[src/rtl/uart_pkg.sv]
// Shared types and encodings for the configurable UART.
package uart_pkg;

  typedef enum logic [2:0] {
    IDLE,
    START,
    DATA,
    PARITY,
    STOP
  } state_t;

  localparam logic [1:0] PAR_NONE = 2'b00;
  localparam logic [1:0] PAR_EVEN = 2'b01;
  localparam logic [1:0] PAR_ODD  = 2'b10;

  localparam logic [1:0] LEN_5 = 2'b00;
  localparam logic [1:0] LEN_6 = 2'b01;
  localparam logic [1:0] LEN_7 = 2'b10;
  localparam logic [1:0] LEN_8 = 2'b11;

  // Number of data bits carried by a frame for a given length code.
  function automatic logic [3:0] bit_count(input logic [1:0] len);
    return 4'd5 + {2'b00, len};
  endfunction

endpackage

[src/rtl/uart_tx_cfg_if.sv]
// Byte-push side of the UART transmitter: write strobe, data and FIFO status.
interface uart_tx_cfg_if #(
  parameter int FIFO_DEPTH = 4
);
  localparam int LW = $clog2(FIFO_DEPTH) + 1;

  logic          wr_en;
  logic [7:0]    wr_data;
  logic          full;
  logic          empty;
  logic [LW-1:0] level;
  logic          overflow;

  modport master (output wr_en, output wr_data,
                  input full, input empty, input level, input overflow);
  modport slave  (input wr_en, input wr_data,
                  output full, output empty, output level, output overflow);
endinterface

[src/rtl/uart_fifo.sv]
// Synchronous byte FIFO with wrap-bit pointers and an overflow pulse.
module uart_fifo #(
  parameter int FIFO_DEPTH = 4
) (
  input  logic                            clk,
  input  logic                            reset,
  input  logic                            wr_en,
  input  logic [7:0]                      wr_data,
  input  logic                            rd_en,
  output logic [7:0]                      rd_data,
  output logic                            full,
  output logic                            empty,
  output logic [$clog2(FIFO_DEPTH):0]     level,
  output logic                            overflow
);
  localparam int AW = $clog2(FIFO_DEPTH);
  localparam logic [AW:0] DEPTH_L = (AW+1)'(FIFO_DEPTH);

  logic [7:0] mem [FIFO_DEPTH];
  logic [AW:0] wr_ptr;
  logic [AW:0] rd_ptr;
  logic push;
  logic pop;

  // A full FIFO rejects the push even when a pop happens in the same cycle.
  assign push    = wr_en && !full;
  assign pop     = rd_en && !empty;
  assign level   = wr_ptr - rd_ptr;
  assign full    = (level == DEPTH_L);
  assign empty   = (level == '0);
  assign rd_data = mem[rd_ptr[AW-1:0]];

  // Pointer and overflow-flag registers.
  always_ff @(posedge clk) begin
    if (reset) begin
      wr_ptr   <= '0;
      rd_ptr   <= '0;
      overflow <= 1'b0;
    end else begin
      if (push) wr_ptr <= wr_ptr + (AW+1)'(1);
      if (pop)  rd_ptr <= rd_ptr + (AW+1)'(1);
      overflow <= wr_en && full;
    end
  end

  // Byte storage; contents are don't-care once the pointers are cleared.
  always_ff @(posedge clk) begin
    if (push) mem[wr_ptr[AW-1:0]] <= wr_data;
  end

endmodule

[src/rtl/uart_tx_cfg.sv]
// FIFO-buffered UART transmitter with per-frame baud, length, parity and stop config.
module uart_tx_cfg
  import uart_pkg::*;
#(
  parameter int FIFO_DEPTH = 4,
  parameter int DIV_WIDTH  = 16
) (
  input  logic                 clk,
  input  logic                 reset,
  input  logic                 tx_en,
  input  logic [DIV_WIDTH-1:0] cfg_div,
  input  logic [1:0]           cfg_bits,
  input  logic [1:0]           cfg_parity,
  input  logic                 cfg_stop2,
  output logic                 tx,
  output logic                 busy,
  uart_tx_cfg_if.slave         bus
);
  state_t               state, state_n;
  logic [DIV_WIDTH-1:0] cnt, cnt_n;
  logic [2:0]           bit_idx, bit_idx_n;
  logic                 stop_cnt, stop_n;
  logic                 tx_n;
  logic                 load;
  logic                 bit_end;
  logic [7:0]           head;
  logic [3:0]           n_bits;

  // Frame registers, captured when a byte is popped.
  logic [DIV_WIDTH-1:0] f_div;
  logic [2:0]           f_last;
  logic                 f_par_en;
  logic                 f_par_odd;
  logic                 f_stop2;
  logic [7:0]           f_data;
  logic                 par_acc, par_n;

  uart_fifo #(.FIFO_DEPTH(FIFO_DEPTH)) u_fifo (
    .clk      (clk),
    .reset    (reset),
    .wr_en    (bus.wr_en),
    .wr_data  (bus.wr_data),
    .rd_en    (load),
    .rd_data  (head),
    .full     (bus.full),
    .empty    (bus.empty),
    .level    (bus.level),
    .overflow (bus.overflow)
  );

  assign busy    = (state != IDLE);
  assign bit_end = (cnt == f_div - DIV_WIDTH'(1));
  assign n_bits  = bit_count(cfg_bits);

  // Control state: FSM, bit timer, bit index, stop counter and the registered line.
  always_ff @(posedge clk) begin
    if (reset) begin
      state    <= IDLE;
      cnt      <= '0;
      bit_idx  <= '0;
      stop_cnt <= 1'b0;
      tx       <= 1'b1;
    end else begin
      state    <= state_n;
      cnt      <= cnt_n;
      bit_idx  <= bit_idx_n;
      stop_cnt <= stop_n;
      tx       <= tx_n;
    end
  end

  // Latch frame config and data on pop; divisor 0 is stored as 1.
  always_ff @(posedge clk) begin
    if (load) begin
      f_div     <= (cfg_div == '0) ? DIV_WIDTH'(1) : cfg_div;
      f_last    <= 3'(n_bits - 4'd1);
      f_par_en  <= (cfg_parity == PAR_EVEN) || (cfg_parity == PAR_ODD);
      f_par_odd <= (cfg_parity == PAR_ODD);
      f_stop2   <= cfg_stop2;
      f_data    <= head;
    end
    par_acc <= par_n;
  end

  // Next-state, timer and line value for each frame phase.
  always_comb begin
    state_n   = state;
    cnt_n     = cnt;
    bit_idx_n = bit_idx;
    stop_n    = stop_cnt;
    tx_n      = tx;
    par_n     = par_acc;
    load      = 1'b0;

    if (state != IDLE) cnt_n = bit_end ? '0 : cnt + DIV_WIDTH'(1);

    case (state)
      IDLE: begin
        tx_n  = 1'b1;
        cnt_n = '0;
        if (tx_en && !bus.empty) begin
          load    = 1'b1;
          state_n = START;
          tx_n    = 1'b0;
        end
      end
      START: begin
        if (bit_end) begin
          state_n   = DATA;
          bit_idx_n = '0;
          tx_n      = f_data[0];
          par_n     = 1'b0;
        end
      end
      DATA: begin
        if (bit_end) begin
          par_n = par_acc ^ f_data[bit_idx];
          if (bit_idx == f_last) begin
            stop_n = 1'b0;
            if (f_par_en) begin
              state_n = PARITY;
              tx_n    = par_n ^ f_par_odd;
            end else begin
              state_n = STOP;
              tx_n    = 1'b1;
            end
          end else begin
            bit_idx_n = bit_idx + 3'd1;
            tx_n      = f_data[bit_idx + 3'd1];
          end
        end
      end
      PARITY: begin
        if (bit_end) begin
          state_n = STOP;
          stop_n  = 1'b0;
          tx_n    = 1'b1;
        end
      end
      STOP: begin
        if (bit_end) begin
          if (f_stop2 && !stop_cnt) begin
            stop_n = 1'b1;
          end else begin
            stop_n = 1'b0;
            if (tx_en && !bus.empty) begin
              load    = 1'b1;
              state_n = START;
              tx_n    = 1'b0;
            end else begin
              state_n = IDLE;
              tx_n    = 1'b1;
            end
          end
        end
      end
      default: begin
        state_n = IDLE;
        tx_n    = 1'b1;
      end
    endcase
  end

endmodule
[src/flat_wrapper.sv]
// flat-port wrapper written by rule: the top's interface ports become plain ports
module uart_tx_cfg_flat import uart_pkg::*;
#(
  parameter int FIFO_DEPTH = 4,
  parameter int DIV_WIDTH  = 16
)
  (clk, reset, tx_en, cfg_div, cfg_bits, cfg_parity, cfg_stop2, tx, busy, bus_wr_en, bus_wr_data, bus_full, bus_empty, bus_level, bus_overflow);
  uart_tx_cfg_if #(.FIFO_DEPTH(FIFO_DEPTH)) bus_i ();
  input  logic clk;
  input  logic reset;
  input  logic tx_en;
  input  logic [DIV_WIDTH-1:0] cfg_div;
  input  logic [1:0] cfg_bits;
  input  logic [1:0] cfg_parity;
  input  logic cfg_stop2;
  output logic tx;
  output logic busy;
  input wire logic [$bits(bus_i.wr_en)-1:0] bus_wr_en;
  input wire logic [$bits(bus_i.wr_data)-1:0] bus_wr_data;
  output wire logic [$bits(bus_i.full)-1:0] bus_full;
  output wire logic [$bits(bus_i.empty)-1:0] bus_empty;
  output wire logic [$bits(bus_i.level)-1:0] bus_level;
  output wire logic [$bits(bus_i.overflow)-1:0] bus_overflow;
  assign bus_i.wr_en = bus_wr_en;
  assign bus_i.wr_data = bus_wr_data;
  assign bus_full = bus_i.full;
  assign bus_empty = bus_i.empty;
  assign bus_level = bus_i.level;
  assign bus_overflow = bus_i.overflow;
  uart_tx_cfg #(.FIFO_DEPTH(FIFO_DEPTH), .DIV_WIDTH(DIV_WIDTH)) u_core (.clk(clk), .reset(reset), .tx_en(tx_en), .cfg_div(cfg_div), .cfg_bits(cfg_bits), .cfg_parity(cfg_parity), .cfg_stop2(cfg_stop2), .tx(tx), .busy(busy), .bus(bus_i));
endmodule
[config.mk]
export PLATFORM = sky130hd
export DESIGN_NAME = uart_tx_cfg_flat
export DESIGN_NICKNAME = d
export VERILOG_FILES = /design/src/rtl/uart_pkg.sv /design/src/rtl/uart_tx_cfg_if.sv /design/src/rtl/uart_fifo.sv /design/src/rtl/uart_tx_cfg.sv /design/src/flat_wrapper.sv
export SDC_FILE = /design/constraint.sdc
export NUM_CORES = 1
export LEC_CHECK = 0
export CORE_MARGIN = 2
export CORE_UTILIZATION = 58
export CTS_BUF_LIST = sky130_fd_sc_hd__clkbuf_8 sky130_fd_sc_hd__clkbuf_16
export CTS_CLUSTER_DIAMETER = 80
export DETAILED_ROUTE_END_ITERATION = 10
export MAX_ROUTING_LAYER = met4
export PLACE_DENSITY_LB_ADDON = 0.3
export SLEW_MARGIN = 20
export SYNTH_ARGS = -nofsm -noshare
export SYNTH_HDL_FRONTEND = slang
export SYNTH_SLANG_ARGS = --single-unit
[constraint.sdc]
create_clock -name clk -period 5.3 [get_ports clk]
set_input_delay 1.06 -clock clk [delete_from_list [all_inputs] [get_ports clk]]
set_output_delay 1.06 -clock clk [all_outputs]
set_load 0.05 [all_outputs]
# Yosys cells after proc, flatten, opt, wreduce, memory -nomap -nowiden

Memories as Yosys holds them, arrays and structs flattened. A register that Yosys moved wholly into a read port is not among the register bits.
Cells that the tools add are included.
W data, S select, Z words.

Shift operators: 0
Bitwise operators: 2
Add/sub/neg operators: 8
Magnitude comparators: 2
Div/mod/pow operators: 0
Reductions and logical operators: 21
Multipliers: 0
Mux-type cells: 42
Eq/ne operators: 17

Operators by type and width:

| operator                | count |
|---|---|
| $mux W3                 | 11 |
| $mux W1                 | 22 |
| $add A16 B1 Y16 const B | 1 |
| $eq A16 B16 Y1          | 1 |
| $logic_not A16 Y1       | 1 |
| $mux W16                | 1 |
| $sub A16 B1 Y16 const B | 1 |
| $pmux W3 S5             | 1 |
| $ne A2 B1 Y1 const B    | 6 |
| $reduce_and A5 Y1       | 2 |
| $add A3 B1 Y3 const B   | 3 |
| $lt A3 B4 Y1 const B    | 2 |
| $reduce_and A7 Y1       | 1 |
| $bmux W1 S3             | 2 |
| $eq A3 B2 Y1 const B    | 2 |
| $eq A3 B3 Y1 const B    | 2 |
| $logic_not A3 Y1        | 2 |
| $pmux W3 S2             | 1 |
| $reduce_bool A3 Y1      | 2 |
| $logic_and A1 B1 Y1     | 5 |
| $pmux W1 S5             | 1 |
| $ne A2 B2 Y1 const B    | 2 |
| $pmux W1 S2             | 2 |
| $reduce_and A4 Y1       | 1 |
| other kinds (14)        | 17 |

Bits in read-only memories: 0
Latch bits: 0
RAM bits: 32
Input port bits: 33
Memories: 1
Word-level logic and storage cells: 107
Flip-flop bits (word level): 54

Memories:

| name              | depth | bits a word | rd ports | clocked after memory_dff | write ports | line            | source |
|---|---|---|---|---|---|---|---|
| u_core.u_fifo.mem | 4     | 8           | 1        | 1                        | 1           | uart_fifo.sv:19 | `logic [7:0] mem [FIFO_DEPTH];` |

# Logic depth before layout (Yosys ltp)

Gate-level depths: netlist of the first run.

Depth after elaboration: 9
Gate-level depth with buffers: 14
Depth with buffers taken out: 11

# By module

A second synthesis of the first run with hierarchy kept.

Cells, all modules: 395
Area total of the unflattened synthesis: 4652.0 µm²

By module, submodules not included:

| module      | area each (µm²) | sequential area each (µm²) | cells an instance | times used |
|---|---|---|---|---|
| uart_tx_cfg | 2946.6          | 1381.3                     | 295               | 1 |
| uart_fifo   | 1705.4          | 1141.1                     | 100               | 1 |

# Worst setup path before layout of the first run

No wires, ideal clock.

Kind: register to register
Start: register u_core.u_fifo.wr_ptr[0]
End: register u_core.f_data[0] (read register of u_core.u_fifo.mem) (enable)
Setup slack: 0.749 ns
Arrival time: 4.135 ns
Library setup time: 0.416 ns
Stages on the path, launching flop included: 9
Data required time: 4.884 ns
Path through: dfxtp_1 > inv_1 > ha_1 > fa_1 > xnor2_1 > xnor2_1 > o21ai_0 > or3_1 > nor2_1

Longest elaborated chain between the ends: 8

RTL lines:

| element                 | line                                   | source |
|---|---|---|
| from (decl)             | uart_fifo.sv:20                        | `logic [AW:0] wr_ptr;` |
| from (signal assigned)  | uart_fifo.sv:40                        | `if (push) wr_ptr <= wr_ptr + (AW+1)'(1);` |
| $sub A3 B3 Y3 (*)       | uart_fifo.sv:28                        | `assign level = wr_ptr - rd_ptr;` |
| via bus_level[2]        | flat_wrapper.sv:22                     | `output wire logic [$bits(bus_i.level)-1:0] bus_level;` |
| $logic_not A3 Y1 (*)    | uart_fifo.sv:30                        | `assign empty = (level == '0);` |
| $logic_not A1 Y1 (*)    | uart_tx_cfg.sv:101, uart_tx_cfg.sv:146 |  |
| $logic_and A1 B1 Y1 (*) | uart_tx_cfg.sv:101, uart_tx_cfg.sv:146 |  |
| $mux W1 (*)             | uart_tx_cfg.sv:101, uart_tx_cfg.sv:146 |  |
| $mux W1                 | uart_tx_cfg.sv:142                     | `if (f_stop2 && !stop_cnt) begin` |
| $mux W1                 | uart_tx_cfg.sv:141                     | `if (bit_end) begin` |
| $pmux W1 S2 (*)         | uart_tx_cfg.sv:97                      | `case (state)` |
| via u_core.load         | uart_tx_cfg.sv:24                      | `logic load;` |
| to (decl)               | uart_tx_cfg.sv:35                      | `logic [7:0] f_data;` |

Mark *: on every way through the listed nets, which the timed path passes. The rest lies on a longest branch.
A chain may end at the register's enable or synchronous reset.

# Final worst setup path of the first run

Start: register u_core.f_div[0]
End: register u_core.f_data[7] (read register of u_core.u_fifo.mem) (enable)

Longest elaborated chain between the ends: 4

RTL lines:

| element                | line               | source |
|---|---|---|
| from (decl)            | uart_tx_cfg.sv:30  | `logic [DIV_WIDTH-1:0] f_div;` |
| from (signal assigned) | uart_tx_cfg.sv:75  | `f_div <= (cfg_div == '0) ? DIV_WIDTH'(1) : cfg_div;` |
| $sub A16 B1 Y16        | uart_tx_cfg.sv:52  | `assign bit_end = (cnt == f_div - DIV_WIDTH'(1));` |
| $eq A16 B16 Y1         | uart_tx_cfg.sv:52  |  |
| $mux W1                | uart_tx_cfg.sv:141 |  |
| $pmux W1 S2            | uart_tx_cfg.sv:97  |  |
| via u_core.load        | uart_tx_cfg.sv:24  |  |

The timed path passes the listed nets, and every way through them passes these cells.

==> results of run 1 <==
final timing paths:
| path | start | endpoint | slack (ns) |
|---|---|---|---|
| hold reg to reg | u_core.stop_cnt | u_core.stop_cnt | 0.46 |
| hold / removal | u_core.stop_cnt | u_core.stop_cnt | 0.46 |
| setup reg to reg | u_core.f_div[0] | u_core.f_data[7] | 1.09 |
| setup / recovery | u_core.f_div[0] | u_core.f_data[7] | 1.09 |
power by group through the flow:
stage	Clock (uW)	Sequential [uW]	Combinational, uW
after detailed placement	0	1140	844
after CTS	504	1120	847
after global placement	0	1120	826
final	497	1120	842
after floorplan	0	1060	665
after global routing	536	1140	912
Yosys cell counts, types with 3 or more instances:
cell type  count  area [um^2]
a21oi_1        9         45.0
a31oi_1        6         37.5
and2_1         4         25.0
and3_1         9         56.3
buf_4          3         22.5
clkbuf_1      27          101
dfxtp_1       31          621
edfxtp_1      62         1860
ha_1          10          125
inv_1         17         63.8
mux2i_1        5         50.1
mux4_2        12          270
nand2_1       19         71.3
nand2b_1       6         37.5
nand3_1       10         50.1
nand4_1        6         37.5
nor2_1        43          161
nor3_1        14         70.1
nor4_1         8         50.1
o211a_1        3         30.0
o211ai_1       3         22.5
o21a_1         4         30.0
o21ai_0       13         65.1
or3_1         10         62.6
or4_1          4         30.0
xnor2_1       22          193
xor2_1        17          149
state kept, by name, indices dropped and copies added, names as in the netlist, 2 cells and up:
| register | count |
|---|---|
| u_core.u_fifo.mem | 32 |
| u_core.cnt | 16 |
| u_core.f_div | 16 |
| u_core.f_data | 8 |
| u_core.bit_idx | 3 |
| u_core.state | 3 |
| u_core.u_fifo.rd_ptr | 3 |
| u_core.u_fifo.wr_ptr | 3 |
| u_core.f_last | 2 |
cell type report:
type                       count  area share (%)
sequential                    93            46.8
multi-input combinational    274            38.0
timing repair buffer          41            7.68
clock buffer                  11            2.85
tap                          102            2.40
inverter                      17            1.20
clock inverter                 5            1.11
worst max-delay path: stages, from the launching register on:
cell and delay, ns:
edfxtp_1 0.53, inv_1 0.10, ha_1 0.30, or4b_1 0.63, o31a_1 0.31, or4_4 0.51, o211ai_2 0.08, and4b_1 0.47
a21boi_0 0.26, nor2_2 0.30, buf_4 0.38
per-layer routing:
layer	track usage [%]	wire, um	vias up
li1	-	-	1563
met1	32.3	4250	1547
met2	34.9	4240	107
met3	3.13	577	18
met4	7.61	157	0
met5	-	0	-
stage by stage:
| stage | power (uW) | hold WS, ns | utilization (%) |
|---|---|---|---|
| floorplan | 1720 | 0.427 | - |
| finish | 2460 | 0.464 | 68.0 |
| global route | 2590 | 0.495 | 68.0 |
| detailed placement | 1980 | 0.450 | 65.3 |
| CTS | 2470 | 0.465 | 68.0 |
| global placement | 1950 | 0.441 | 65.3 |
logic make-up (layout without fill, tap and decap cells):
| kind of cell | Yosys count | in the layout | share of synthesized area (%) |
|---|---|---|---|
| simple gates | 148 | 148 | 16.7 |
| flops | 93 | 93 | 52.8 |
| compound gates | 58 | 58 | 8.70 |
| buf+inv | 51 | 74 | 4.39 |
| xor+xnor | 39 | 39 | 7.26 |
| mux | 18 | 18 | 7.05 |
| fa+ha+maj | 11 | 11 | 3.09 |
==> impl_metrics.py, run 1 <==
metrics = {
    "run_status": {
        "status": "finished clean",
    },
    "cts": {
        "cts_tree": "yes",
        "cts_buffer_depth": 2,
        "post_cts_resized": 0,
        "h-tree-depth": 3,
        "post_cts_buffers": 0,
        "cts-root-buf": "clkbuf_8",
        "clk_latency_ns": 0.36,
        "clkTransAtPathRegs_ns": 0.09,
        "cts_buffers": 9,
        "cts.sinks": 93,
        "cts_hold_buf": 0,
    },
    "synthesis": {
        "yosys_register_bits": 93,
        "syn-num-nets": 462,
        "syn_inst": 418,
        "avgSynthCellArea_um2": 11.3,
        "netlist_area_um2": 4700,
        "synth_edf_count": 62,
        "synth_ff_type": "edfxtp_1",
        "synthDistinctLibCells": 61,
        "ys_seq_area_share_pct": 52.8,
        "async_flop_share_pct": 0,
        "yosysWarnings": 0,
    },
    "placed_design": {
        "dp_slack_ns": 1.14,
        "hpwl_mm": 6.83,
        "dpl_cell_area_um2": 5100,
        "place_inst": 527,
        "io_buffers": 40,
        "gp_congestion": 0.903,
    },
    "drt": {
        "drt-pass1-iter-count": 5,
        "vias": 3235,
        "ant_nets": 0,
        "drt-vias-per-instance": 5.96,
        "drc": 0,
        "drt_iter0_markers": 265,
        "drt-total-wl_mm": 9.22,
        "avgRoutedWirePerCell_um": 17.0,
    },
    "global_routing": {
        "antenna_found_initial": 0,
        "grt_pass1_vias": 3006,
        "grt_usage_pct": 23.0,
        "grt_pass1_wl_mm": 15.0,
        "gr-total-overflow": 0,
        "grt_max_degree": 26,
    },
    "sta": {
        "fin_crit_sh_pct": 79.4,
        "fin_crit_ns": 4.21,
        "timing.final.hold_violations": 0,
        "grt_setup_unrepaired": "no",
        "worstMarginPinSlew_ns": 0.664,
        "clock_skew_ns": 0.0152,
        "final_max_slew_viol_count": 0,
        "slew_headroom_pct": 55.7,
        "fmax_ghz": 0.238,
        "fin_setup_tns_ns": 0,
        "final.setup.worst_slack_ns": 1.09,
        "setup-violations-final": 0,
    },
    "critical_path": {
        "r2r_cells": 10,
        "required_ns": 5.33,
        "end_kind": "flip-flop",
        "start_kind": "flip-flop",
        "path_class": "reg2reg",
        "arrival_ns": 4.23,
        "critPathMaxFanout": 25,
    },
    "power": {
        "power_frac_comb_pct": 34.2,
        "swShare_pct": 36.9,
        "leakagePower_uw": 0.00180,
        "power_frac_clock_pct": 20.2,
        "p_int_uw": 1550,
        "ir_worst_vdd_v": 0.000281,
        "power_frac_seq_pct": 45.6,
        "power_density_nw_per_um2": 464,
        "p_switching_uw": 909,
    },
    "final_layout": {
        "drive_above_1_share_pct": 9.07,
        "finalNonFillerCells": 543,
        "nets": 480,
        "multi_input_area_um2": 2020,
        "n_antenna_cell": 0,
        "syn_to_final_growth_pct": 12.9,
        "final_common_cell": "edfxtp_1",
        "regArea_um2": 2480,
        "final_cell_mix": "62 x edfxtp_1, 42 x nor2_1, 40 x clkdlybuf4s50_1",
        "fin_area_um2": 5310,
        "fillers": 591,
    },
    "floorplanning": {
        "coreArea_um2": 7810,
        "fp.dieW_um": 94.1,
        "placementRows": 32,
        "die_h_um": 94.1,
        "start_util_pct": 60.2,
        "io_pins": 41,
        "dieArea_um2": 8850,
    },
    "hold_path": {
        "min_path_cells": 2,
        "hp-class": "reg2reg",
    },
    "run": {
        "drv_cap": 0,
    },
}
Power figures use the tool's default switching activity.
==> run 2: changes to the inputs <==
- CORE_UTILIZATION: 58 -> 52
- clock period: 5.3 -> 3.6 ns (I/O delays scaled with it)
==> impl_metrics.py, run 2 (synthesis results as in run 1) <==
metrics = {
    "cts": {
        "cts_buffer_depth": 2,
        "h-tree-depth": 3,
        "cts-root-buf": "clkbuf_8",
        "cts_buffers": 9,
        "cts_tree": "yes",
        "clk_latency_ns": 0.35,
        "cts_hold_buf": 0,
        "cts.sinks": 93,
        "clkTransAtPathRegs_ns": 0.09,
    },
    "power": {
        "p_switching_uw": 1340,
        "power_frac_clock_pct": 20.2,
        "power_density_nw_per_um2": 684,
        "p_int_uw": 2360,
        "power_frac_seq_pct": 42.8,
        "power_frac_comb_pct": 37.0,
        "ir_worst_vdd_v": 0.000331,
        "leakagePower_uw": 0.00187,
        "swShare_pct": 36.2,
    },
    "final_layout": {
        "drive_above_1_share_pct": 10.9,
        "final_common_cell": "edfxtp_1",
        "syn_to_final_growth_pct": 14.9,
        "finalNonFillerCells": 557,
        "nets": 488,
        "largest_reg_flops": 32,
        "fin_area_um2": 5410,
        "fin_util_pct": 61.7,
        "n_antenna_cell": 0,
        "final_cell_mix": "62 x edfxtp_1, 42 x nor2_1, 38 x clkdlybuf4s50_1",
    },
    "critical_path": {
        "required_ns": 2.88,
        "path_class": "reg2out",
        "critPathMaxFanout": 4,
        "arrival_ns": 2.76,
        "end_kind": "output port",
        "start_kind": "flip-flop",
    },
    "drt": {
        "drc": 0,
        "drt-pass1-iter-count": 4,
        "drt_iter0_markers": 103,
        "wl_met3_um": 287,
        "ant_nets": 0,
        "drt-met1-wl_mm": 4.42,
        "dr.max_layer_used": "met4",
        "drt-vias-per-instance": 5.76,
        "vias": 3211,
        "avgRoutedWirePerCell_um": 16.9,
        "drt-total-wl_mm": 9.43,
        "dr_wl_met2_mm": 4.62,
    },
    "global_routing": {
        "gr-total-overflow": 0,
        "grt_max_degree": 26,
        "antenna_found_initial": 0,
        "grt_usage_pct": 20.1,
        "grt_pass1_wl_mm": 15.0,
        "grt_pass1_vias": 3067,
    },
    "placed_design": {
        "place_inst": 541,
        "dp_slack_ns": 0.231,
        "dpl_cell_area_um2": 5190,
        "gp_congestion": 0.962,
        "hpwl_mm": 7.08,
        "io_buffers": 40,
    },
    "sta": {
        "slew_headroom_pct": 62.0,
        "final_max_slew_viol_count": 0,
        "fmax_ghz": 0.287,
        "grt_setup_unrepaired": "no",
        "fin_crit_ns": 3.48,
        "timing.final.hold_violations": 0,
        "fin_setup_tns_ns": 0,
        "fin_crit_sh_pct": 96.8,
        "clock_skew_ns": 0.0141,
        "worstMarginPinSlew_ns": 0.569,
        "final.setup.worst_slack_ns": 0.115,
        "setup-violations-final": 0,
    },
    "floorplanning": {
        "start_util_pct": 53.7,
        "placementRows": 34,
        "dieArea_um2": 9820,
        "fp.dieW_um": 99.1,
        "coreArea_um2": 8760,
        "io_pins": 41,
        "die_h_um": 99.1,
    },
    "hold_path": {
        "hp-class": "reg2reg",
    },
    "run_status": {
        "status": "finished clean",
    },
    "run": {
        "drv_cap": 0,
    },
}
## run 2: changes by cell type in the layout (fill, tap and decap cells not counted), sizes merged
cell / previous run / this run
dlymetal6s2s: 0 / 1
buf: 1 / 10
clkinvlp: 1 / 0
clkdlybuf4s50: 40 / 38
clkbuf: 11 / 9
bufinv: 1 / 2
clkinv: 1 / 3
## run 2: critical path, stage by stage (launching register included)
cell and delay [ns]:
dfxtp_1 0.41, inv_1 0.12, ha_1 0.23, fa_1 0.38
xnor2_1 0.25, xnor2_2 0.17, clkdlybuf4s50_1 0.85
## run 2: final cells by class
class	count	area [um^2]
tap	108	135
sequential	93	2480
timing repair buffer	49	480
clock inverter	7	90.1
multi-input combinational	274	2030
fill	699	3360
clock buffer	9	124
inverter	17	63.8
## run 2: metrics by stage
step / total power, uW / hold slack [ns]
floorplan: 2550 / 0.427
global placement: 2940 / 0.439
detailed placement: 2980 / 0.448
CTS: 3730 / 0.463
global route: 3890 / 0.482
finish: 3700 / 0.460
## run 2: metal layers
metal / GRT usage, % / vias up
li1: - / 1574
met1: 26.9 / 1577
met2: 33.0 / 50
met3: 2.32 / 10
met4: 5.58 / 0
met5: - / -
## run 2: power by group through the flow
stage | registers (uW) | logic [uW] | clock network [uW]
finish | 1580 | 1370 | 748
CTS | 1580 | 1380 | 766
global placement | 1600 | 1340 | 0
detailed placement | 1610 | 1380 | 0
floorplan | 1550 | 994 | 0
global route | 1610 | 1480 | 799
## run 2: worst paths after layout
| kind | startpoint | to | slack [ns] | depth (start not counted) |
|---|---|---|---|---|
| setup / recovery | u_core.u_fifo.wr_ptr[0] | bus_level[2] | 0.12 | 6 |
| hold reg to reg | u_core.stop_cnt | u_core.stop_cnt | 0.46 | 2 |
| setup reg to reg | u_core.f_div[0] | u_core.f_data[7] | 0.21 | 10 |
| hold / removal | u_core.stop_cnt | u_core.stop_cnt | 0.46 | 2 |
## run 2: repair_timing
action,CTS,global route
buffers inserted,0,0
setup endpoints to repair,0,1
gates resized for setup,0,1
